### src/rtl/tetris_drop_ctrl_if.sv
`timescale 1ns/1ps
`default_nettype none
// ============================================================================
// tetris_drop_ctrl_if : game-side framebuffer row port (req/gnt, full rows).
// Rev 1.0
// ============================================================================
interface tetris_drop_ctrl_if;
  logic        fb_req;
  logic        fb_we;
  logic [3:0]  fb_addr;
  logic [31:0] fb_wdata;
  logic        fb_gnt;
  logic [31:0] fb_rdata;

  modport master (
    output fb_req, fb_we, fb_addr, fb_wdata,
    input  fb_gnt, fb_rdata
  );

  modport slave (
    input  fb_req, fb_we, fb_addr, fb_wdata,
    output fb_gnt, fb_rdata
  );
endinterface
`default_nettype wire

### src/rtl/tetris_drop_ctrl.sv
`timescale 1ns/1ps
`default_nettype none
// ============================================================================
// tetris_drop_ctrl : single falling-cell sequencer on a 16x16 2-bit matrix.
// Full-row clear is built only when TETRIS_LINE_CLEAR_EN is defined. Rev 1.0
// ============================================================================
module tetris_drop_ctrl #(
  parameter logic [3:0] SPAWN_X     = 4'd4,
  parameter logic [1:0] PIECE_COLOR = 2'd3
) (
  input  wire                 clk,
  input  wire                 rst_n,
  input  wire                 start,
  input  wire                 drop_tick,
  input  wire                 btn_left,
  input  wire                 btn_right,
  tetris_drop_ctrl_if.master  fb,
  output logic [3:0]          piece_x,
  output logic [3:0]          piece_y,
  output logic [7:0]          lines,
  output logic                busy,
  output logic                game_over
);

  localparam logic [4:0] S_IDLE      = 5'd0;
  localparam logic [4:0] S_SPAWN_RD  = 5'd1;
  localparam logic [4:0] S_SPAWN_CHK = 5'd2;
  localparam logic [4:0] S_SPAWN_WR  = 5'd3;
  localparam logic [4:0] S_WAIT      = 5'd4;
  localparam logic [4:0] S_HM_RD     = 5'd5;
  localparam logic [4:0] S_HM_CHK    = 5'd6;
  localparam logic [4:0] S_HM_WR     = 5'd7;
  localparam logic [4:0] S_DROP_RD   = 5'd8;
  localparam logic [4:0] S_DROP_CHK  = 5'd9;
  localparam logic [4:0] S_DROP_RD2  = 5'd10;
  localparam logic [4:0] S_DROP_CAP  = 5'd11;
  localparam logic [4:0] S_DROP_ER   = 5'd12;
  localparam logic [4:0] S_DROP_DR   = 5'd13;
  localparam logic [4:0] S_LAND      = 5'd14;
  localparam logic [4:0] S_OVER      = 5'd21;
  localparam logic [4:0] S_OVR_CLR   = 5'd22;
`ifdef TETRIS_LINE_CLEAR_EN
  localparam logic [4:0] S_CLR_RD    = 5'd15;
  localparam logic [4:0] S_CLR_CHK   = 5'd16;
  localparam logic [4:0] S_SH_RD     = 5'd17;
  localparam logic [4:0] S_SH_CAP    = 5'd18;
  localparam logic [4:0] S_SH_WR     = 5'd19;
  localparam logic [4:0] S_SH_TOP    = 5'd20;
`endif

  logic [4:0]  r_state;
  logic [4:0]  w_state_nx;
  logic        r_gap;
  logic [3:0]  r_x;
  logic [3:0]  r_y;
  logic [3:0]  r_tx;
  logic [31:0] r_row;
  logic [31:0] r_below;
  logic [3:0]  r_cnt;
  logic        w_acc;
  logic        w_gnt;
  logic        w_go_left;
  logic        w_go_right;

  function automatic logic [31:0] f_put(input logic [31:0] row, input logic [3:0] x,
                                        input logic [1:0] v);
    logic [31:0] res;
    res = row;
    res[{x, 1'b0} +: 2] = v;
    return res;
  endfunction

  function automatic logic f_occ(input logic [31:0] row, input logic [3:0] x);
    return row[{x, 1'b0} +: 2] != 2'b00;
  endfunction

  // A grant only counts while we are actually requesting.
  assign w_gnt      = fb.fb_gnt & fb.fb_req;
  assign w_go_left  = btn_left & ~btn_right & (r_x != 4'd0);
  assign w_go_right = btn_right & ~btn_left & (r_x != 4'd15);
  assign piece_x    = r_x;
  assign piece_y    = r_y;

`ifdef TETRIS_LINE_CLEAR_EN
  logic [15:0] w_cell_occ;
  logic        w_row_full;
  logic [7:0]  r_lines;

  for (genvar gi = 0; gi < 16; gi++) begin : g_row_full
    assign w_cell_occ[gi] = |fb.fb_rdata[2*gi +: 2];
  end
  assign w_row_full = &w_cell_occ;
  assign lines      = r_lines;

  always_ff @(posedge clk or negedge rst_n) begin
    if (!rst_n)
      r_lines <= 8'd0;
    else if (r_state == S_OVER && start)
      r_lines <= 8'd0;
    else if (r_state == S_SH_TOP && w_gnt && r_lines != 8'hFF)
      r_lines <= r_lines + 8'd1;
  end
`else
  assign lines = 8'd0;
`endif

  always_ff @(posedge clk or negedge rst_n) begin
    if (!rst_n) r_state <= S_IDLE;
    else        r_state <= w_state_nx;
  end

  always_comb begin
    w_state_nx = r_state;
    case (r_state)
      S_IDLE:      if (start) w_state_nx = S_SPAWN_RD;
      S_SPAWN_RD:  if (w_gnt) w_state_nx = S_SPAWN_CHK;
      S_SPAWN_CHK: w_state_nx = f_occ(fb.fb_rdata, SPAWN_X) ? S_OVER : S_SPAWN_WR;
      S_SPAWN_WR:  if (w_gnt) w_state_nx = S_WAIT;
      S_WAIT: begin
        if (drop_tick)                    w_state_nx = (r_y == 4'd0) ? S_LAND : S_DROP_RD;
        else if (w_go_left || w_go_right) w_state_nx = S_HM_RD;
      end
      S_HM_RD:     if (w_gnt) w_state_nx = S_HM_CHK;
      S_HM_CHK:    w_state_nx = f_occ(fb.fb_rdata, r_tx) ? S_WAIT : S_HM_WR;
      S_HM_WR:     if (w_gnt) w_state_nx = S_WAIT;
      S_DROP_RD:   if (w_gnt) w_state_nx = S_DROP_CHK;
      S_DROP_CHK:  w_state_nx = f_occ(fb.fb_rdata, r_x) ? S_LAND : S_DROP_RD2;
      S_DROP_RD2:  if (w_gnt) w_state_nx = S_DROP_CAP;
      S_DROP_CAP:  w_state_nx = S_DROP_ER;
      S_DROP_ER:   if (w_gnt) w_state_nx = S_DROP_DR;
      S_DROP_DR:   if (w_gnt) w_state_nx = S_WAIT;
`ifdef TETRIS_LINE_CLEAR_EN
      S_LAND:      w_state_nx = S_CLR_RD;
      S_CLR_RD:    if (w_gnt) w_state_nx = S_CLR_CHK;
      S_CLR_CHK: begin
        if (!w_row_full)        w_state_nx = S_SPAWN_RD;
        else if (r_y == 4'd15)  w_state_nx = S_SH_TOP;
        else                    w_state_nx = S_SH_RD;
      end
      S_SH_RD:     if (w_gnt) w_state_nx = S_SH_CAP;
      S_SH_CAP:    w_state_nx = S_SH_WR;
      S_SH_WR:     if (w_gnt) w_state_nx = (r_cnt == 4'd14) ? S_SH_TOP : S_SH_RD;
      S_SH_TOP:    if (w_gnt) w_state_nx = S_SPAWN_RD;
`else
      S_LAND:      w_state_nx = S_SPAWN_RD;
`endif
      S_OVER:      if (start) w_state_nx = S_OVR_CLR;
      S_OVR_CLR:   if (w_gnt && r_cnt == 4'd15) w_state_nx = S_SPAWN_RD;
      default:     w_state_nx = S_IDLE;
    endcase
  end

  always_comb begin
    w_acc       = 1'b0;
    fb.fb_we    = 1'b0;
    fb.fb_addr  = 4'd0;
    fb.fb_wdata = 32'd0;
    busy        = 1'b1;
    game_over   = 1'b0;
    case (r_state)
      S_IDLE, S_WAIT: busy = 1'b0;
      S_OVER: begin
        busy      = 1'b0;
        game_over = 1'b1;
      end
      S_SPAWN_RD: begin
        w_acc      = 1'b1;
        fb.fb_addr = 4'd15;
      end
      S_SPAWN_WR: begin
        w_acc       = 1'b1;
        fb.fb_we    = 1'b1;
        fb.fb_addr  = 4'd15;
        fb.fb_wdata = f_put(r_row, SPAWN_X, PIECE_COLOR);
      end
      S_HM_RD, S_DROP_RD2: begin
        w_acc      = 1'b1;
        fb.fb_addr = r_y;
      end
      S_HM_WR: begin
        w_acc       = 1'b1;
        fb.fb_we    = 1'b1;
        fb.fb_addr  = r_y;
        fb.fb_wdata = f_put(f_put(r_row, r_x, 2'b00), r_tx, PIECE_COLOR);
      end
      S_DROP_RD: begin
        w_acc      = 1'b1;
        fb.fb_addr = r_y - 4'd1;
      end
      S_DROP_ER: begin
        w_acc       = 1'b1;
        fb.fb_we    = 1'b1;
        fb.fb_addr  = r_y;
        fb.fb_wdata = f_put(r_row, r_x, 2'b00);
      end
      S_DROP_DR: begin
        w_acc       = 1'b1;
        fb.fb_we    = 1'b1;
        fb.fb_addr  = r_y - 4'd1;
        fb.fb_wdata = f_put(r_below, r_x, PIECE_COLOR);
      end
`ifdef TETRIS_LINE_CLEAR_EN
      S_CLR_RD: begin
        w_acc      = 1'b1;
        fb.fb_addr = r_y;
      end
      S_SH_RD: begin
        w_acc      = 1'b1;
        fb.fb_addr = r_cnt + 4'd1;
      end
      S_SH_WR: begin
        w_acc       = 1'b1;
        fb.fb_we    = 1'b1;
        fb.fb_addr  = r_cnt;
        fb.fb_wdata = r_row;
      end
      S_SH_TOP: begin
        w_acc      = 1'b1;
        fb.fb_we   = 1'b1;
        fb.fb_addr = 4'd15;
      end
`endif
      S_OVR_CLR: begin
        w_acc      = 1'b1;
        fb.fb_we   = 1'b1;
        fb.fb_addr = r_cnt;
      end
      default: ;
    endcase
    // One idle cycle after every grant keeps back-to-back accesses distinct.
    fb.fb_req = w_acc & ~r_gap;
  end

  always_ff @(posedge clk or negedge rst_n) begin
    if (!rst_n) begin
      r_gap   <= 1'b0;
      r_x     <= SPAWN_X;
      r_y     <= 4'd15;
      r_tx    <= SPAWN_X;
      r_row   <= 32'd0;
      r_below <= 32'd0;
      r_cnt   <= 4'd0;
    end else begin
      r_gap <= w_gnt;
      case (r_state)
        S_SPAWN_CHK, S_HM_CHK, S_DROP_CAP: r_row <= fb.fb_rdata;
        S_DROP_CHK: r_below <= fb.fb_rdata;
        S_SPAWN_WR: if (w_gnt) begin
          r_x <= SPAWN_X;
          r_y <= 4'd15;
        end
        S_WAIT: if (!drop_tick) begin
          if (w_go_left)       r_tx <= r_x - 4'd1;
          else if (w_go_right) r_tx <= r_x + 4'd1;
        end
        S_HM_WR:   if (w_gnt) r_x <= r_tx;
        S_DROP_DR: if (w_gnt) r_y <= r_y - 4'd1;
        S_OVER:    if (start) r_cnt <= 4'd0;
        S_OVR_CLR: if (w_gnt) r_cnt <= r_cnt + 4'd1;
`ifdef TETRIS_LINE_CLEAR_EN
        S_SH_CAP:  r_row <= fb.fb_rdata;
        S_CLR_CHK: r_cnt <= r_y;
        S_SH_WR:   if (w_gnt) r_cnt <= r_cnt + 4'd1;
`endif
        default: ;
      endcase
    end
  end

endmodule
`default_nettype wire

### src/flat_wrapper.sv
// flat-port wrapper written by rule: the top's interface ports become plain ports
module tetris_drop_ctrl_flat 
#(
  parameter logic [3:0] SPAWN_X     = 4'd4,
  parameter logic [1:0] PIECE_COLOR = 2'd3
)
  (clk, rst_n, start, drop_tick, btn_left, btn_right, piece_x, piece_y, lines, busy, game_over, fb_fb_req, fb_fb_we, fb_fb_addr, fb_fb_wdata, fb_fb_gnt, fb_fb_rdata);
  tetris_drop_ctrl_if fb_i ();
  input  wire clk;
  input  wire rst_n;
  input  wire start;
  input  wire drop_tick;
  input  wire btn_left;
  input  wire btn_right;
  output logic [3:0] piece_x;
  output logic [3:0] piece_y;
  output logic [7:0] lines;
  output logic busy;
  output logic game_over;
  output wire logic [$bits(fb_i.fb_req)-1:0] fb_fb_req;
  output wire logic [$bits(fb_i.fb_we)-1:0] fb_fb_we;
  output wire logic [$bits(fb_i.fb_addr)-1:0] fb_fb_addr;
  output wire logic [$bits(fb_i.fb_wdata)-1:0] fb_fb_wdata;
  input wire logic [$bits(fb_i.fb_gnt)-1:0] fb_fb_gnt;
  input wire logic [$bits(fb_i.fb_rdata)-1:0] fb_fb_rdata;
  assign fb_fb_req = fb_i.fb_req;
  assign fb_fb_we = fb_i.fb_we;
  assign fb_fb_addr = fb_i.fb_addr;
  assign fb_fb_wdata = fb_i.fb_wdata;
  assign fb_i.fb_gnt = fb_fb_gnt;
  assign fb_i.fb_rdata = fb_fb_rdata;
  tetris_drop_ctrl #(.SPAWN_X(SPAWN_X), .PIECE_COLOR(PIECE_COLOR)) u_core (.clk(clk), .rst_n(rst_n), .start(start), .drop_tick(drop_tick), .btn_left(btn_left), .btn_right(btn_right), .fb(fb_i), .piece_x(piece_x), .piece_y(piece_y), .lines(lines), .busy(busy), .game_over(game_over));
endmodule
### config.mk
export PLATFORM = sky130hd
export DESIGN_NAME = tetris_drop_ctrl_flat
export DESIGN_NICKNAME = d
export VERILOG_FILES = /design/src/rtl/tetris_drop_ctrl_if.sv /design/src/rtl/tetris_drop_ctrl.sv /design/src/flat_wrapper.sv
export SDC_FILE = /design/constraint.sdc
export NUM_CORES = 1
export LEC_CHECK = 0
export ABC_CLOCK_PERIOD_IN_PS = 3800
export BUFFER_PORTS_ARGS = -buffer_cell sky130_fd_sc_hd__clkbuf_2
export CORE_ASPECT_RATIO = 1.2
export CORE_MARGIN = 5
export CORE_UTILIZATION = 55
export DETAILED_ROUTE_END_ITERATION = 6
export PLACE_DENSITY = 0.89
export RECOVER_POWER = 25
export SETUP_SLACK_MARGIN = 0.4
export SLEW_MARGIN = 5
export SYNTH_ARGS = -nofsm -noshare
export SYNTH_HDL_FRONTEND = slang
export SYNTH_SLANG_ARGS = --single-unit
### constraint.sdc
create_clock -name clk -period 3.8 [get_ports clk]
set_clock_uncertainty 0.05 [all_clocks]
set_input_delay 0 -clock clk [delete_from_list [all_inputs] [get_ports clk]]
set_output_delay 0 -clock clk [all_outputs]
set_load 0.02 [all_outputs]
==> impl_metrics.yaml, run 1 <==
route:
  vias_per_cell: 6.316
  wl_per_cell_um: 19.43
  totalWireLength_mm: 16.86
  drc_errors: 0
  wl_met1_mm: 6.425
  ant_nets: 0
  vias: 5482
  dr_wl_met2_mm: 8.536
  wl_met3_mm: 1.243
  drtIter0Drc: 473
  dr.pass1.iters: 5
  dr.max_layer_used: "met4"
place:
  place_area_um2: 6055
  gp_congestion: 0.9622
  place_inst: 819
  dp_hpwl_mm: 11.77
  place.port_buffers: 86
global_routing:
  antenna_found_initial: 0
  grt_max_degree: 87
  grt_usage_pct: 28.41
  grt_pass1_wl_mm: 27.71
  gr-total-overflow: 0
  grt_pass1_vias: 5510
critical_path:
  path_delay_family: "flip-flops"
  arrival_ps: 3190
  path_class: "register to primary output"
  critPathMaxFanout: 20
  r2r_start: "u_core.piece_x[1]"
  slowest_stage: "dfrtp_1"
  startpoint: "u_core.piece_x[1]"
  critPathLaunchType: "register"
  cp.required_ps: 3750
  cpPeakStageDelay_ps: 770
  end_kind: "primary output"
  critPathBufInv: 2
  crit_chain: "inv_1 > ha_1 > nor2_1 > a21boi_0 > a2bb2oi_1 > nor3_1 > o21ai_0 > o311ai_0 > clkbuf_2"
sta:
  tns_ps: 0
  hold_viol_final: 0
  period_share_pct: 85.23
  rsz0062_at_grt: "no"
  finalSetupViolCount: 0
  slew_headroom_pct: -44.39
  max_freq_mhz: 308.8
  worst_pin_slew_ps: 2166
  slew_viol_final: 87
  layout_min_cycle_time_ps: 3239
power:
  p_per_area_nw_per_um2: 904.1
  total_power_uw: 6050
  leakage_uw: 0.002937
  peakVddDrop_uv: 500.2
hold_path:
  min_from: "drop_tick"
  hp-class: "primary input to register"
run:
  maxCapViolCount: 1
floorplan:
  row_count: 40
  initial_core_util_pct: 55.99
  core_um2: 10010
  ios: 95
  die_width_um: 102.1
  die_y_um: 120.6
  die-area_um2: 12320
clock_network:
  post_cts_buffers: 0
  clock_latency_ps: 340
  cts-root-buf: "clkbuf_16"
  cts_made_buffers: 9
  cts_max_path_buffers: 2
  path_clk_slew_ps: 60
  cts_sinks: 86
  cts_tree: "yes"
  htree_levels: 3
final_layout:
  drive_above_1_share_pct: 23.58
  seq_area_um2: 2160
  fin_util_pct: 66.85
  area_delta_synth_final_pct: 19.40
  n_fill_cell: 775
  design_area_um2: 6691
  n_antenna_cell: 0
  multiInputGateArea_um2: 3147
  fin_cells: 868
  nets: 790
logic_synthesis:
  syn_avg_cell_area_um2: 8.812
  yosys.area.top_type: "dfrtp_1"
  ys_async_sr_fraction_pct: 100.0
  ys_top_cells_by_count: "dfrtp_1, nand2_1, o21ai_0"
  synth_edf_count: 0
  synthFlopType: "dfrtp_1"
  yosysMostFrequentCell: "dfrtp_1"
  synthCells: 636
  ys_seq_elements: 86
  yosys-top-cells-area: "dfrtp_1, mux2_2, o21ai_0, nand2_1, nand3_1"
  synth-seq-area-share_pct: 38.54
  yosys.area.top_type_share_pct: 35.72
  yosys.cell_types.count: 65
  ys_warn_count: 0
  synth_area_um2: 5604
outcome:
  status: "complete, but fails checks"
  violations: "max-capacitance violations, max-slew violations"
-- through the flow --
| stage | hold WS, ps | worst slack (ps) |
|---|---|---|
| 2_1_floorplan | -345.6 | 934.9 |
| 3_3_place_gp | 188.3 | 955.3 |
| 3_5_place_dp | 199.4 | 847.7 |
| 4_1_cts | 80.38 | 583.7 |
| 5_1_grt | 110.3 | 336.0 |
| 6_report | 81.00 | 561.2 |
-- worst reg2reg max path: cells and delay by family (launching register included) --
kind                     cells  cell delay (ps)
adder cells (fa/ha/maj)      2              580
AO/OA/AOI/OAI                3              440
flip-flops                   1              770
AND/OR/NAND/NOR              2              530
buffers and inverters        2              390
XOR/XNOR                     1              130
-- layout by cell type (no fill, tap or decap), drive strengths merged, types with 5 or more instances in the layout --
master        n
a2111oi       5
a211oi        5
a21oi        29
a31oi         6
and2          8
buf           7
clkbuf       96
conb          8
dfrtp        80
dfstp         6
dlygate4sd3  34
ha           12
inv          29
mux2         54
mux2i         5
nand2        79
nand2b       10
nand3        34
nor2         39
nor2b         9
nor3         29
nor4          5
o211ai       11
o21ai        70
o221ai        7
-- what timing repair did --
item                                    CTS  global route
endpoints found under the setup margin    0            13
hold buffers                             34             0
hold endpoints to repair                145             0
gates resized for setup                   0             3
-- cell type report --
type                            count  share of cell area (%)
Multi-Input combinational cell    485                   47.03
Clock inverter                      5                  0.8975
Sequential cell                    86                   32.27
Tap cell                          126                   2.356
Clock buffer                       10                   3.571
Timing Repair Buffer              127                   12.25
Inverter                           29                   1.627
-- sequential cells by signal, summed over array words and instances (netlist names) --
name,cells
u_core.r_below,32
u_core.r_row,32
u_core.r_state,5
u_core.piece_x,4
u_core.piece_y,4
u_core.r_cnt,4
u_core.r_tx,4
u_core.r_gap,1
-- final timing paths --
path | to | slack (ps) | cells after the start
min in group asynchronous | u_core.r_cnt[0] | 750 | 2
min | u_core.r_state[3] | 80 | 4
max | fb_fb_wdata[8] | 560 | 9
min reg2reg | u_core.r_below[1] | 450 | 1
max in group asynchronous | u_core.r_below[1] | 1630 | 2
max reg2reg | u_core.r_tx[3] | 780 | 10
-- routing by layer --
layer  up-vias  GRT usage, %
met2       312         48.17
met4         0         12.47
met5         -             0
li1       2477             -
met1      2633         34.98
met3        60         5.078
-- kinds of logic after synthesis --
family          share of synthesized area, %
simple gates                           19.74
buf+inv                                5.849
fa+ha+maj                              3.036
mux                                    12.68
flops                                  38.54
other cells                          0.06691
xor+xnor                              0.9379
compound gates                         19.16
-- power by group --
part	switching [uW]	total (uW)	internal (uW)
Clock	356	880	524
Sequential	498	1890	1390
Combinational	1970	3280	1310
Total	2820	6050	3230
(Power assumes the default switching activity.)
==> run 2, diff against run 1 <==
--- a/config.mk
+++ b/config.mk
@@ -12,7 +12,6 @@
 export CORE_UTILIZATION = 55
 export DETAILED_ROUTE_END_ITERATION = 6
 export PLACE_DENSITY = 0.89
-export RECOVER_POWER = 25
 export SETUP_SLACK_MARGIN = 0.4
 export SLEW_MARGIN = 5
 export SYNTH_ARGS = -nofsm -noshare
==> run 2 against run 1 <==
Effect of this change:
- the flow now finishes without violations
- largest cell class unchanged
- setup slack better by 120 ps
- sequential power barely moved
- utilization grew 0.075 points
- critical endpoint is now fb_fb_wdata[31]
- register-to-register slack gained 230 ps
==> impl_metrics.yaml, run 2 (synthesis gave the netlist of run 1 again) <==
outcome:
  status: "finished clean"
sta:
  hold-worst-slack_ps: 86.68
  tns_ps: 0
  finalSetupViolCount: 0
  slew_headroom_pct: 26.00
  max_freq_mhz: 320.4
  hold_viol_final: 0
  layout_min_cycle_time_ps: 3121
  rsz0062_at_grt: "no"
  slew_viol_final: 0
  period_share_pct: 82.13
  worst_pin_slew_ps: 1110
floorplan:
  row_count: 40
  ios: 95
  die_width_um: 102.1
  die-area_um2: 12320
  core_um2: 10010
  die_y_um: 120.6
  initial_core_util_pct: 55.99
final_layout:
  layout_common_cells: "clkbuf_2, nand2_1, dfrtp_1"
  layout_commonest_cell: "clkbuf_2"
  drive_above_1_share_pct: 24.26
  n_fill_cell: 772
  design_area_um2: 6699
  top_regs: "u_core.r_below (32), u_core.r_row (32), u_core.r_state (5)"
  n_antenna_cell: 0
  area_delta_synth_final_pct: 19.54
  nets: 790
clock_network:
  cts-root-buf: "clkbuf_16"
  cts_sinks: 86
  cts_made_buffers: 9
  cts_max_path_buffers: 2
  htree_levels: 3
  post_cts_buffers: 0
  path_clk_slew_ps: 60
  clock_latency_ps: 340
  cts_tree: "yes"
critical_path:
  cp.required_ps: 3750
  cpPeakStageDelay_ps: 380
  slowest_stage: "nor2b_1"
  critPathLaunchType: "register"
  path_class: "register to primary output"
  critPathMaxFanout: 25
  crit_chain: "buf_4 > inv_1 > ha_1 > nor2b_1 > o21ai_0 > a21oi_2 > nand2_1 > a21oi_1 > o221ai_1 > clkbuf_2"
  end_kind: "primary output"
  arrival_ps: 3070
hold_path:
  hp-class: "primary input to register"
place:
  gp_congestion: 0.9622
  place.port_buffers: 86
  place_area_um2: 6055
  dp_hpwl_mm: 11.77
power:
  total_power_uw: 6060
  leakage_uw: 0.002945
  p_per_area_nw_per_um2: 904.6
  peakVddDrop_uv: 501.1
route:
  drc_errors: 0
  vias_per_cell: 6.323
  ant_nets: 0
  dr.pass1.iters: 5
  totalWireLength_mm: 16.90
  vias: 5488
  drtIter0Drc: 482
  wl_per_cell_um: 19.47
global_routing:
  grt_max_degree: 87
  grt_pass1_vias: 5510
  antenna_found_initial: 0
  gr-total-overflow: 0
  grt_usage_pct: 28.41
  grt_pass1_wl_mm: 27.71
run:
  maxCapViolCount: 0
run 2: cell types whose count changed in the layout (fill, tap and decap cells not counted):
cell	before	now
buf_4	7	8
clkbuf_1	3	0
clkbuf_2	83	85
dfrtp_1	80	79
dfrtp_2	0	1
dfstp_1	1	0
dfstp_2	5	6
run 2: power by group:
group	total, uW	switching (uW)	leakage (uW)	internal (uW)
combinational	3290	1970	0.00177	1320
sequential	1890	498	0.00104	1390
clock	878	354	0.000145	524
run 2: timing repair:
action / in CTS / in global routing
gates resized for setup: 0 / 3
endpoints found under the setup margin: 0 / 13
endpoints found under the hold margin: 145 / 0
hold buffers: 34 / 0
run 2: stage by stage:
stage	setup slack [ps]	utilization, %	cells
CTS	583.7	66.88	868
global placement	955.3	60.49	819
finish	679.2	66.93	868
detailed placement	847.7	60.49	819
global route	448.1	66.93	868
floorplan	934.9	-	643
run 2: metal layers:
metal	vias to the layer above	track usage, %	routed length [um]
met5	-	0	0
met4	0	12.47	705
met3	62	5.078	1260
met2	307	48.17	8546
met1	2638	34.98	6390
li1	2481	-	-
run 2: cell type report:
class	instances	area (um^2)	share of cell area, %
multi-input combinational	485	3147	46.97
sequential	86	2161	32.26
timing repair buffer	127	825.8	12.33
clock buffer	10	239.0	3.567
tap	126	157.7	2.353
inverter	29	108.9	1.625
clock inverter	5	60.06	0.8965
run 2: worst paths after layout:
path                                         from                end  slack, ps  depth (start not counted)
worst min-delay path                    drop_tick  u_core.r_state[3]         90                          4
worst min register to register  u_core.r_below[1]  u_core.r_below[1]        450                          1
max in group asynchronous                   rst_n  u_core.piece_x[1]       2570                          2
min in group asynchronous                   rst_n    u_core.r_cnt[1]        350                          2
worst max-delay path            u_core.piece_x[0]    fb_fb_wdata[31]        680                         10
worst max register to register  u_core.piece_x[0]     u_core.r_tx[3]       1010                         11
run 2: critical path: cells and delay by family, from the launching register on:
kind	cells	cell delay, ps
AOI/OAI and AO/OA	4	870
adders and majority gates	1	350
buffers and inverters	3	680
DFF	1	360
and+or+nand+nor	2	470
